--- config.mk ---
export PLATFORM = sky130hd
export DESIGN_NAME = updn_hex_counter_flat
export DESIGN_NICKNAME = d
export VERILOG_FILES = /design/src/rtl/updn_hex_counter_if.sv /design/src/rtl/updn_hex_counter.sv /design/src/flat_wrapper.sv
export SDC_FILE = /design/constraint.sdc
export NUM_CORES = 1
export LEC_CHECK = 0
export CAP_MARGIN = 20
export CORE_MARGIN = 5
export CORE_UTILIZATION = 51
export DETAILED_ROUTE_END_ITERATION = 10
export PLACE_DENSITY = 0.92
export SLEW_MARGIN = 15
export SYNTH_ARGS = -nofsm -noshare
export SYNTH_HDL_FRONTEND = slang
export SYNTH_SLANG_ARGS = --single-unit
export TNS_END_PERCENT = 30
--- constraint.sdc ---
create_clock -name clk -period 3.24 [get_ports clk]
set_clock_uncertainty 0.2 [all_clocks]
set_input_delay 0.648 -clock clk [delete_from_list [all_inputs] [get_ports clk]]
set_output_delay 0.648 -clock clk [all_outputs]
set_load 0.03 [all_outputs]
--- src/rtl/updn_hex_counter_if.sv ---
// Control/status bundle for the up/down hex counter.
// Ports: en, up, clear, load, load_val (to counter); count, tc, HEX (from counter).
// Latency: count/tc one edge after control; HEX one more edge. No backpressure (free-running).
interface updn_hex_counter_if #(
  parameter int WIDTH = 16
);
  localparam int HEX_DIGS = (WIDTH - 1) / 4 + 1;

  logic                    en;
  logic                    up;
  logic                    clear;
  logic                    load;
  logic [WIDTH-1:0]        load_val;
  logic [WIDTH-1:0]        count;
  logic                    tc;
  logic [7*HEX_DIGS-1:0]   HEX;

  // Controller side: drives the controls, observes the counter.
  modport master (
    output en, up, clear, load, load_val,
    input  count, tc, HEX
  );

  // Counter side.
  modport slave (
    input  en, up, clear, load, load_val,
    output count, tc, HEX
  );
endinterface

--- src/rtl/updn_hex_counter.sv ---
// Prescaled up/down counter with clamped load, wrap pulse and registered 7-segment drive.
// Ports: clk, rst (sync, active-high), bus (slave modport: en/up/clear/load/load_val in; count/tc/HEX out).
// Latency: count/tc update on the step edge, HEX one edge later. No backpressure; en only gates progress.
module updn_hex_counter #(
  parameter int              WIDTH    = 16,
  parameter longint unsigned MAX      = (64'd1 << WIDTH) - 64'd1,
  parameter int              TICK_DIV = 1
) (
  input  logic                clk,
  input  logic                rst,
  updn_hex_counter_if.slave   bus
);

  localparam int               HEX_DIGS = (WIDTH - 1) / 4 + 1;
  localparam int               PW       = (TICK_DIV > 1) ? $clog2(TICK_DIV) : 1;
  localparam logic [WIDTH-1:0] MAX_V    = WIDTH'(MAX);
  localparam logic [PW-1:0]    PRE_LAST = PW'(TICK_DIV - 1);

  logic [PW-1:0]           pre_q,   pre_nxt;
  logic [WIDTH-1:0]        count_q, count_nxt;
  logic                    tc_q,    tc_nxt;
  logic [7*HEX_DIGS-1:0]   hex_q,   hex_nxt;
  logic                    step;
  logic [WIDTH-1:0]        load_clamped;
  logic [4*HEX_DIGS-1:0]   cnt_pad;

  // Active-low segments, bit0 = a ... bit6 = g.
  function automatic logic [6:0] seg7(input logic [3:0] nib);
    logic [6:0] s;
    case (nib)
      4'h0: s = 7'h40;
      4'h1: s = 7'h79;
      4'h2: s = 7'h24;
      4'h3: s = 7'h30;
      4'h4: s = 7'h19;
      4'h5: s = 7'h12;
      4'h6: s = 7'h02;
      4'h7: s = 7'h78;
      4'h8: s = 7'h00;
      4'h9: s = 7'h18;
      4'hA: s = 7'h08;
      4'hB: s = 7'h03;
      4'hC: s = 7'h46;
      4'hD: s = 7'h21;
      4'hE: s = 7'h06;
      default: s = 7'h0E;
    endcase
    return s;
  endfunction

  always_comb begin
    step         = bus.en && (pre_q == PRE_LAST);
    load_clamped = (bus.load_val > MAX_V) ? MAX_V : bus.load_val;

    pre_nxt   = pre_q;
    count_nxt = count_q;
    tc_nxt    = 1'b0;   // tc is only ever a single-cycle pulse

    if (bus.clear) begin
      count_nxt = '0;
      pre_nxt   = '0;
    end else if (bus.load) begin
      count_nxt = load_clamped;
      pre_nxt   = '0;
    end else if (bus.en) begin
      pre_nxt = step ? '0 : pre_q + PW'(1);
      if (step) begin
        if (bus.up) begin
          // >= rather than == keeps count inside 0..MAX even from a stray state.
          if (count_q >= MAX_V) begin
            count_nxt = '0;
            tc_nxt    = 1'b1;
          end else begin
            count_nxt = count_q + WIDTH'(1);
          end
        end else begin
          if (count_q == '0) begin
            count_nxt = MAX_V;
            tc_nxt    = 1'b1;
          end else begin
            count_nxt = count_q - WIDTH'(1);
          end
        end
      end
    end
  end

  // Zero-extend count to a whole number of nibbles so unused top-digit bits read 0.
  always_comb begin
    cnt_pad              = '0;
    cnt_pad[WIDTH-1:0]   = count_q;
    hex_nxt              = '0;
    for (int d = 0; d < HEX_DIGS; d++) begin
      hex_nxt[7*d +: 7] = seg7(cnt_pad[4*d +: 4]);
    end
  end

  always_ff @(posedge clk) begin
    if (rst) begin
      pre_q   <= '0;
      count_q <= '0;
      tc_q    <= 1'b0;
      hex_q   <= {HEX_DIGS{7'h40}};
    end else begin
      pre_q   <= pre_nxt;
      count_q <= count_nxt;
      tc_q    <= tc_nxt;
      hex_q   <= hex_nxt;
    end
  end

  assign bus.count = count_q;
  assign bus.tc    = tc_q;
  assign bus.HEX   = hex_q;

endmodule

--- src/flat_wrapper.sv ---
// flat-port wrapper written by rule: the top's interface ports become plain ports
module updn_hex_counter_flat 
#(
  parameter int              WIDTH    = 16,
  parameter longint unsigned MAX      = (64'd1 << WIDTH) - 64'd1,
  parameter int              TICK_DIV = 1
)
  (clk, rst, bus_en, bus_up, bus_clear, bus_load, bus_load_val, bus_count, bus_tc, bus_HEX);
  updn_hex_counter_if #(.WIDTH(WIDTH)) bus_i ();
  input  logic clk;
  input  logic rst;
  input wire logic [$bits(bus_i.en)-1:0] bus_en;
  input wire logic [$bits(bus_i.up)-1:0] bus_up;
  input wire logic [$bits(bus_i.clear)-1:0] bus_clear;
  input wire logic [$bits(bus_i.load)-1:0] bus_load;
  input wire logic [$bits(bus_i.load_val)-1:0] bus_load_val;
  output wire logic [$bits(bus_i.count)-1:0] bus_count;
  output wire logic [$bits(bus_i.tc)-1:0] bus_tc;
  output wire logic [$bits(bus_i.HEX)-1:0] bus_HEX;
  assign bus_i.en = bus_en;
  assign bus_i.up = bus_up;
  assign bus_i.clear = bus_clear;
  assign bus_i.load = bus_load;
  assign bus_i.load_val = bus_load_val;
  assign bus_count = bus_i.count;
  assign bus_tc = bus_i.tc;
  assign bus_HEX = bus_i.HEX;
  updn_hex_counter #(.WIDTH(WIDTH), .MAX(MAX), .TICK_DIV(TICK_DIV)) u_core (.clk(clk), .rst(rst), .bus(bus_i));
endmodule
### Word level (Yosys, flattened, before mapping)

Memory sizes are Yosys's and may differ from the RTL's. A register that Yosys moved wholly into a read port is not among the register bits.
Index checks and enable logic that the tools add are counted.

* register bits after elaboration: 18
* bits in read-only memories: 448
* bits of input ports: 22
* word-level logic and storage cells: 34
* memories: 4

Memories
* (no name shown): words 16, bits a word 7, rd ports 1, clocked after Yosys merged registers in 1, write ports 0, line updn_hex_counter.sv:30 `case (nib)`
* (no name shown): words 16, bits a word 7, rd ports 1, clocked after Yosys merged registers in 1, write ports 0, line updn_hex_counter.sv:30
* (no name shown): words 16, bits a word 7, rd ports 1, clocked after Yosys merged registers in 1, write ports 0, line updn_hex_counter.sv:30
* (no name shown): words 16, bits a word 7, rd ports 1, clocked after Yosys merged registers in 1, write ports 0, line updn_hex_counter.sv:30

* $add $sub $neg: 3
* $lt $le $gt $ge: 2
* multiplexer cells: 11
* bitwise gates (word level): 3
* reductions and logical operators: 8

Operators by type and width (number)
* 16-bit two-way mux: 7
* 16-bit by 1-bit adder with 16-bit output (second input constant): 1
* 16-bit >= comparator (second input constant): 1
* 16-bit greater-than comparator (second input constant): 1
* 16-bit zero test: 1
* 16-bit by 1-bit subtractor with 16-bit output (second input constant): 1
* 5-bit OR reduction: 1
* 1-bit two-way mux: 4
* 2-bit nonzero test: 2
* 1-bit NOT: 3
* 3-bit OR reduction: 1
* 2-bit AND reduction: 1
* 2-bit OR reduction: 1
* 1-bit adder (second input constant): 1
* 1-bit logical AND: 1

### Longest topological paths before layout

Gate-level depths: netlist of the first run.

* depth in word-level cells: 6
* mapped depth: 10
* gate-level depth less buffers: 7

### Worst setup path after synthesis of the first run

OpenSTA, ideal clock, no wires.

* kind: flip-flop to flip-flop
* from: register u_core.count_q[4] (netlist: u_core.bus.count[4])
* to: register u_core.count_q[2] (netlist: u_core.bus.count[2])
* arrival: 2462 ps
* data required time: 2923 ps
* path slack: 461 ps
* cell stages (with the launch flop): 11
* path buffers: 3
* period minus slack after synthesis: 2779 ps
* cell sequence: dfxtp_1 clkbuf_1 inv_1 ha_1 nor4bb_1 nand4_1 and3b_1 clkbuf_1 clkbuf_1 o221ai_1 a22o_1

* word-level cells in the longest chain between the ends: 6
* elaborated cells on any way between the ends: 8

RTL lines
* from (decl): line updn_hex_counter.sv:20 `logic [WIDTH-1:0] count_q, count_nxt;`
* from (signal assigned): line updn_hex_counter.sv:106 `count_q <= count_nxt;`
* 16-bit >= comparator or 16-bit zero test (tied branches): line updn_hex_counter.sv:70, updn_hex_counter.sv:77
* 16-bit two-way mux, on equally long branches: line updn_hex_counter.sv:70, updn_hex_counter.sv:77
* 16-bit two-way mux (*): line updn_hex_counter.sv:68 `if (bus.up) begin`
* 16-bit two-way mux (*): line updn_hex_counter.sv:67 `if (step) begin`
* 16-bit two-way mux (*): line updn_hex_counter.sv:65 `end else if (bus.en) begin`
* 16-bit two-way mux (*): line updn_hex_counter.sv:62 `end else if (bus.load) begin`

Mark *: on every way between the ends. The rest lies on a longest branch, timed or not. The select of a mux whose other input is x is not followed.
A chain may end at the register's enable or synchronous reset.

### Worst setup path after layout of the first run

* from: register u_core.count_q[11] (netlist: u_core.bus.count[11])
* to: output bus_count[11]

RTL lines
* to (decl): line flat_wrapper.sv:17 `output wire logic [$bits(bus_i.count)-1:0] bus_count;`

No word-level cell between the ends.

==> results of run 1 <==
[final cells by class]
cell class                      count  area, sq um  share of cell area (%)
Timing Repair Buffer               75          728                    19.1
Sequential cell                    46          921                    24.1
Multi-Input combinational cell    294         1900                    49.8
Tap cell                           72         90.1                    2.36
Inverter                           10         37.5                   0.982
Clock buffer                        6         82.6                    2.16
Clock inverter                      2         60.1                    1.57
[path summary, 6_finish.rpt]
| check | start | to | slack [ns] | depth (start not counted) |
|---|---|---|---|---|
| hold / removal | u_core.pre_q | u_core.pre_q | 0.28 | 1 |
| hold reg to reg | u_core.pre_q | u_core.pre_q | 0.28 | 1 |
| setup / recovery | u_core.bus.count[11] | bus_count[11] | 0.44 | 1 |
| setup reg to reg | u_core.bus.count[4] | u_core.bus.count[1] | 0.44 | 7 |
[Yosys cell counts, types with 3 or more instances]
master / number
nand2b_1: 9
clkbuf_1: 24
o21a_1: 4
a21oi_1: 14
nand4_1: 8
nand2_1: 31
mux2i_1: 5
mux2_2: 4
a221o_1: 3
nor2b_1: 7
nor3_1: 8
nand3_1: 12
nor4_1: 3
buf_1: 8
and3_1: 9
inv_1: 10
a32oi_1: 4
dfxtp_1: 46
o221ai_1: 6
or4_1: 3
nor2_1: 59
o211ai_1: 4
xnor2_1: 19
ha_1: 18
a311oi_1: 9
o21ai_0: 16
nor4b_1: 3
a211oi_1: 15
[worst reg2reg max path: cells and delay by family (launching register included)]
family | cells | cell delay [ns]
compound gates | 2 | 0.45
fa+ha+maj | 1 | 0.31
buf+inv | 1 | 0.22
flops | 1 | 0.63
simple gates | 3 | 0.89
[logic make-up (layout without fill, tap and decap cells)]
family	count (synthesis)	count (layout)	share of synthesized area, %
and+or+nand+nor	161	161	26.3
AOI/OAI and AO/OA	85	85	20.4
DFF	46	46	30.8
buffers and inverters	44	93	5.61
xor gates and xnor gates	21	21	6.15
adders and majority gates	18	18	7.53
muxes	9	9	3.18
[where the power goes]
part | internal, W | switching (W) | leakage [nW] | total [W]
sequential | 0.000594 | 0.0000393 | 0.376 | 0.000634
combinational | 0.000183 | 0.000224 | 0.960 | 0.000407
clock | 0.000329 | 0.000209 | 0.0714 | 0.000539
total | 0.00111 | 0.000473 | 1.41 | 0.00158
[layer usage]
layer / GRT usage [%] / vias up / part of all wire, %
met5: 0 / - / 0
met1: 29.5 / 1396 / 42
met3: 4.56 / 18 / 7.5
met2: 37.5 / 142 / 48
li1: - / 1462 / -
met4: 7.37 / 0 / 2.3
[flip-flops by register name, summed over array words and instances, names as in the netlist]
name              cells
u_core.pre_q          1
u_core.bus.tc         1
u_core.bus.count     16
u_core.bus.HEX       28
[per-stage QoR]
stage	area, sq um	setup slack (ns)	util (%)
after floorplan	2990	0.461	-
after global placement	3680	0.429	65.6
after detailed placement	3680	0.422	65.6
after CTS	3820	0.451	68.1
after global routing	3820	0.315	68.1
final	3820	0.439	68.1
==> results by group, run 1 <==
Worst hold path
  • Worst hold path class: register to register

Timing
  • Final setup vio count: 0
  • Final hold violations: 0
  • Final Slew Violations: 0
  • Min Tclk post-route: about 2.8 ns
  • Relative slew slack: a little under half
  • Fin Setup TNS: 0 ns
  • Final hold slack: between 0.2 and 0.3 ns
  • RSZ-0062 raised after global routing: false
  • Crit share post-route: 86.5%
  • FMAX: approximately 360 MHz
  • Worst-Margin Slew: about 0.78 ns

Cells and area
  • Area grow syn2layout: 27.8%
  • Inserted Diodes: 0
  • Layout Cells excl Fill: roughly 510
  • Layout net count: approximately 470
  • Share of cells above drive strength 1: 6.00%
  • Most frequent cells in the layout: 66 x clkdlybuf4s50_1, 59 x nor2_1, 46 x dfxtp_1, 31 x nand2_1, 19 x xnor2_1
  • FILL cells: 484
  • Commonest non-fill, non-tap cell in the layout: clkdlybuf4s50_1

Clocking
  • CTS Hold Bufs: 0
  • Clock slew seen by the registers of the worst setup and hold paths: approximately 0.09 ns
  • H-tree levels: 2
  • Clock sinks: 46
  • CTS tree: yes
  • Post-CTS setup buffers: 0
  • CTS Root Cell: clkbuf_8
  • Max clock buf depth: 2
  • CTS buffer count: 5
  • Cts repair resizes: 0
  • Clk_lat worst skew: about 0.3 ns

Drt
  • Vias per std cell: about 6.0
  • 1st-iter DRT viols: roughly 220
  • ANT nets after route: 0
  • DRT Wirelength: roughly 8300 microns
  • DRC errors left: 0
  • WL per Instance: roughly 17 microns
  • Drt first pass iters: 5
  • Via count: about 3.0k

Yosys
  • Post-Syn Area: ~0.0030 sq mm
  • #FFs+latches synth: 46
  • Register area share after synthesis: a little under a third
  • Syn Area/Cell: 7.79 sq um
  • Synth unique cells: 45
  • Top-area cell type share of the netlist area: 30.8%
  • Synth area leader: dfxtp_1
  • Asr flop ratio synth: 0%
  • Post-synth EDFFs: 0
  • Primary FF master, synth: dfxtp_1
  • Syn Nets: approximately 420
  • Synth top area cells: dfxtp_1 31%, ha_1 7.5%, nor2_1 7.4%, xnor2_1 5.6%, nand2_1 3.9%
  • Post-Syn Instances: 384
  • Yosys warnings: 0

Critical path
  • Worst path cell trace: clkdlybuf4s50_1
  • Slowest stage delay, CP: 0.84 ns
  • Worst path required time: roughly 2.4 ns
  • CP bufs+invs: 1
  • Worst path top cell family by delay: flip-flops
  • CP max stage cell: dfxtp_1
  • Critical path class: register to output port
  • Crit-path max FO: 24
  • CP endpoint kind: output port
  • CP Launch Type: register
  • CP arrival: approximately 2 ns

Floorplan
  • Initial core utilization: approximately 53%
  • Die X-Extent: 86.6 microns
  • Core ar.: 0.00561 sq mm
  • Die H: 86.6 microns
  • Top Ports: 67
  • Die area: about 0.0075 sq mm
  • Row Count: 27

Global route
  • Largest net degree at the start of global routing: 25
  • GRT Util Overall: 22.7%
  • Initial antenna violation count: 0
  • Total gr overflow: 0
  • First-pass GRT wire length: 13,700 microns
  • Vias in the first global route: 2,844

Run status
  • Status: finished, final reports clean

Pwr
  • Total power: approximately 0.0016 W
  • Power density over the cells: between 400 and 500 mW/mm^2
  • Pleak: ~1.4 nW
  • Max IR drop VDD: 0.206 mV

Placement
  • Final GP Congestion: around 0.96
  • Dpl cells: 497
  • PortBufs: 66
  • Post-detail-place hpwl: a little over 6000 microns

Job
  • Max Cap Viol: 0
No activity file was read; power rests on OpenSTA's default activity.
==> run 2, diff against run 1 <==
- CTS_BUF_LIST: unset -> sky130_fd_sc_hd__clkbuf_8 sky130_fd_sc_hd__clkbuf_16
- clock period: 3.24 -> 3.05 ns (I/O delays scaled with it)
==> run 2 against run 1 <==
Sequential power rose by 4.4%. Flip-flop and latch count did not move. Largest cell class unchanged. Final area fell by 0.16%. Utilization fell by 0.11 points. Highest routed layer unchanged.
==> results by group, run 2 (synthesized netlist as in run 1, its figures left out) <==
Floorplan
  • Die H: 86.6 microns (unchanged)
  • Initial core utilization: 53.3% (unchanged)
  • Die X-Extent: 86.6 microns (unchanged)
  • Die area: 0.00750 sq mm (unchanged)
  • Core ar.: 0.00561 sq mm (unchanged)
  • Row Count: 27 (unchanged)
  • Top Ports: 67 (unchanged)

Clocking
  • CTS Hold Bufs: 0 (unchanged)
  • H-tree levels: 2 (unchanged)
  • Cts repair resizes: 0 (unchanged)
  • CTS buffer count: 5 (unchanged)
  • Clk_lat worst skew: 0.31 ns (about the same)
  • CTS tree: yes
  • CTS Root Cell: clkbuf_8
  • Clock slew seen by the registers of the worst setup and hold paths: 0.09 ns (about the same)
  • Clock sinks: 46 (unchanged)
  • Max clock buf depth: 2 (unchanged)
  • Post-CTS setup buffers: 0 (unchanged)

Critical path
  • Slowest stage delay, CP: 0.63 ns (-0.21 ns)
  • CP max stage cell: or4_1
  • Critical path class: register to register
  • CP endpoint kind: register
  • Worst path cell trace: ha_1 -> nand3_1 -> or4_1 -> nand2_1 -> o221ai_1 -> and3_1
  • Crit-path max FO: 10 (-58%)
  • CP Launch Type: register
  • CP arrival: 2.79 ns (+0.84 ns)
  • Worst path required time: 3.05 ns (+0.66 ns)

Drt
  • DRC errors left: 0 (unchanged)
  • 1st-iter DRT viols: 194 (-9.8%)
  • DRT Wirelength: 8570 microns (+2.6%)
  • Drt first pass iters: 5 (unchanged)
  • Vias per std cell: 5.97 (about the same)
  • WL per Instance: 16.7 microns (+1.2%)
  • Via count: 3,057 (+1.3%)
  • ANT nets after route: 0 (unchanged)

Cells and area
  • Area grow syn2layout: 27.6%
  • Inserted Diodes: 0 (unchanged)
  • Commonest non-fill, non-tap cell in the layout: clkdlybuf4s50_1
  • Max FFs per register: 28 (unchanged)
  • Layout net count: 480 (+1.7%)
  • Most frequent cells in the layout: 66 x clkdlybuf4s50_1, 59 x nor2_1, 46 x dfxtp_1, 31 x nand2_1, 19 x xnor2_1
  • Share of cells above drive strength 1: 7.05% (+1.0 points)

Global route
  • Largest net degree at the start of global routing: 24 (-4.0%)
  • Total gr overflow: 0 (unchanged)
  • Vias in the first global route: 2,906 (+2.2%)
  • Met3 usage: 3.04% (-1.5 points)
  • First-pass GRT wire length: 13,900 microns (+1.3%)
  • Met1 GRT Util: 29.7% (+0.24 points)
  • GRT Util Overall: 22.9% (+0.28 points)
  • Initial antenna violation count: 0 (unchanged)
  • GR peak layer: met2
  • Global routing usage on met2: 38.9% (+1.5 points)

Worst hold path
  • Worst hold path class: register to register

Pwr
  • Max IR drop VDD: 0.195 mV (-5.2%)
  • Power density over the cells: 387 mW/mm^2 (-6.4%)
  • Pleak: 1.43 nW (+1.3%)
  • Total power: 0.00148 W (-6.5%)

Timing
  • Final Slew Violations: 0 (unchanged)
  • Final worst slack: 0.254 ns (-0.185 ns)
  • Fin Setup TNS: 0 ns (unchanged)
  • Crit share post-route: approximately nine tenths
  • Final setup vio count: 0 (unchanged)
  • Relative slew slack: 49.8% (+1.8 points)
  • Min Tclk post-route: approximately 2.8 ns
  • RSZ-0062 raised after global routing: false
  • Final hold violations: 0 (unchanged)
  • Worst-Margin Slew: 0.753 ns (-0.0269 ns)
  • FMAX: around 360 MHz

Placement
  • PortBufs: 66 (unchanged)
  • Final GP Congestion: 0.951 (-1.4%)
  • Post-Place Worst Slack: 0.284 ns (-0.138 ns)
  • Post-detail-place hpwl: 6290 microns (+3.6%)

Job
  • Max Cap Viol: 0 (unchanged)

Run status
  • Status: finished, final reports clean
[run 2: cell count changes in the layout (fill, tap and decap cells not counted), sizes merged]
| cell | previous run | this run |
|---|---|---|
| buf | 9 | 17 |
| bufinv | 2 | 0 |
| clkbuf | 6 | 5 |
| inv | 10 | 12 |
[run 2: path summary, 6_finish.rpt]
| kind | start | endpoint | slack (ns) | cells past startpoint |
|---|---|---|---|---|
| max | u_core.bus.count[1] | u_core.bus.count[8] | 0.25 | 6 |
| min | u_core.pre_q | u_core.pre_q | 0.28 | 1 |
| max reg2reg | u_core.bus.count[1] | u_core.bus.count[8] | 0.25 | 6 |
| min reg2reg | u_core.pre_q | u_core.pre_q | 0.28 | 1 |
[run 2: report_power, final]
| part | switching [W] | internal (W) |
|---|---|---|
| clock network | 0.000210 | 0.000152 |
| logic | 0.000254 | 0.000199 |
| registers | 0.0000303 | 0.000631 |
[run 2: final cells by class]
class                           count  area, sq um
Clock inverter                      2         7.51
Fill cell                         491         1790
Multi-Input combinational cell    294         1900
Sequential cell                    46          921
Clock buffer                        5         68.8
Inverter                           10         37.5
Timing Repair Buffer               83          788
Tap cell                           72         90.1
[run 2: critical path: cells and delay by family (launching register included)]
kind                       cells  cell delay (ns)
and+or+nand+nor                4             1.39
AOI/OAI and AO/OA              1             0.18
DFF                            1             0.54
adders and majority gates      1             0.38
[run 2: stage by stage]
stage	utilization, %	hold slack (ns)	area (sq um)	instances
after floorplan	-	0.260	2990	384
after global placement	66.7	0.269	3740	505
after detailed placement	66.7	0.274	3740	505
after CTS	68.0	0.286	3810	512
after global routing	68.0	0.305	3810	512
final	68.0	0.284	3810	512
[run 2: per-layer routing]
layer / up-vias / part of all wire (%)
li1: 1483 / -
met1: 1427 / 44
met2: 129 / 48
met3: 18 / 6.4
met4: 0 / 1.9
met5: - / 0
==> run 3, diff against run 2 <==
- SETUP_SLACK_MARGIN: unset -> 0.1
- TNS_END_PERCENT: 30 -> 50
==> results of run 3 <==
Same layout as run 2: the final DEF is identical, and so are final timing and power.
==> RTL change, RTL diff (config.mk and constraints of run 2) <==
Reset style: asynchronous (`rst`), changed in one clocked block.
--- a/src/rtl/updn_hex_counter.sv
+++ b/src/rtl/updn_hex_counter.sv
@@ -97,3 +97,3 @@
 
-  always_ff @(posedge clk) begin
+  always_ff @(posedge clk or posedge rst) begin
     if (rst) begin
Behaviour: differs if rst is asserted again (counterexample within 4 cycles, from zero or initial values and one cycle with rst high); with rst held inactive, the same outputs for 4 cycles.
==> RTL change against run 2 <==
Routed wire length increased by 4.9%. Worst hold slack gained 0.094 ns. Via count grew 4.3%. Synthesized cell count shrank 4.7%. Sequential cell count unchanged. Utilization shrank 0.17 points. Final area rose by 5.9%. Total power increased by 27%. Synthesized area grew 4.6%. First-iteration DRC count is 83% higher. Worst setup slack worse by 0.036 ns. Critical endpoint is now u_core.bus.count[2].
==> RTL change: results (changes against run 2) <==
status=finished clean; final HPWL from detailed placement=6680 um (+6.2%); Leak=1.64 nW (+15%); hold path startpoint=u_core.pre_q; end of the worst hold path=u_core.pre_q; comb pwr=0.740 mW (+63%); synth top area cells=dfrtp_1 (34%), ha_1 (6.8%), nor2_1 (5.3%), a21oi_1 (4.6%), o21ai_0 (4.3%); largest net degree at the start of global routing=21 (-13%); Layout Cells excl Fill=507 (-0.98%); Max VDD drop=281 uV (+44%); initial antenna violation count=0 (unchanged); CP max FO=9 (-1); Final Worst Setup Slack=0.218 ns (-0.0362 ns); predominant post-synthesis flop cell=dfrtp_1; Int Pwr=1.17 mW (+19%); clk pwr=0.387 mW (+6.9%); Placed Cells incl. Taps=499 (-1.2%); worst r2r path cells=7 (+1); register area share after synthesis=0.370 (+0.0617); slowest CP cell=and4_1; 1st-iter DRT viols=355 (+83%); nets=470 (-2.1%); ys async rst share=1.00 (+1.00); Final ANT Viol Nets=0 (unchanged); crit path capture=u_core.bus.count[2]; Mapped Nets=405 (-4.5%); Tot GR Track Use=0.236 (+0.00698); vias in the first global route=3027 (+4.2%); max_slew headroom=0.520 (+0.0223); first-pass GRT wire length=14600 um (+5.1%); dpl ws=0.315 ns (+0.0311 ns); share of layout cells above drive strength 1=0.106 (+0.0360); kind of cell adding the most delay to the critical path=simple AND/OR/NAND/NOR gates; final wirelength=8990 um (+4.9%); Netlist cell types=49 (+8.9%); Pre-Repair DR Iteration Count=7 (+2); Syn Inst Count=366 (-4.7%); GP Congestion=1.03 (+8.2%); Switching Share=0.373 (+0.0387); Crit path arrival time=2.81 ns (+0.02 ns); r2r startpoint=u_core.bus.count[9]; crit-path max cell delay=0.47 ns (-0.16 ns)
==> RTL change: metal layers <==
metal | up-vias | part of all wire | GRT usage
met5 | - | 0 | 0
met2 | 211 | 0.48 | 0.394
li1 | 1455 | - | -
met4 | 0 | 0.032 | 0.0865
met1 | 1483 | 0.38 | 0.298
met3 | 40 | 0.11 | 0.0587
==> RTL change: stage by stage <==
stage	hold slack [ns]	instance area, sq um
finish	0.379	4040
global route	0.382	4040
CTS	0.375	4040
detailed placement	0.362	3950
global placement	0.356	3940
floorplan	0.332	3130
==> RTL change: cell families after synthesis <==
logic type	Yosys count	share of synthesized area
adders and majority gates	17	0.0680
xor gates and xnor gates	16	0.0448
DFF	46	0.370
AOI/OAI and AO/OA	102	0.212
buffers and inverters	49	0.0612
muxes	10	0.0324
and+or+nand+nor	126	0.212
==> RTL change: final cells by class <==
class	count	area [sq um]
clock buffers	6	82.6
repair buffers	92	863
flip-flops and latches	46	1160
well taps	75	93.8
clock inverters	2	8.76
multi-input cells	271	1780
inverters	15	56.3
fillers	478	1910
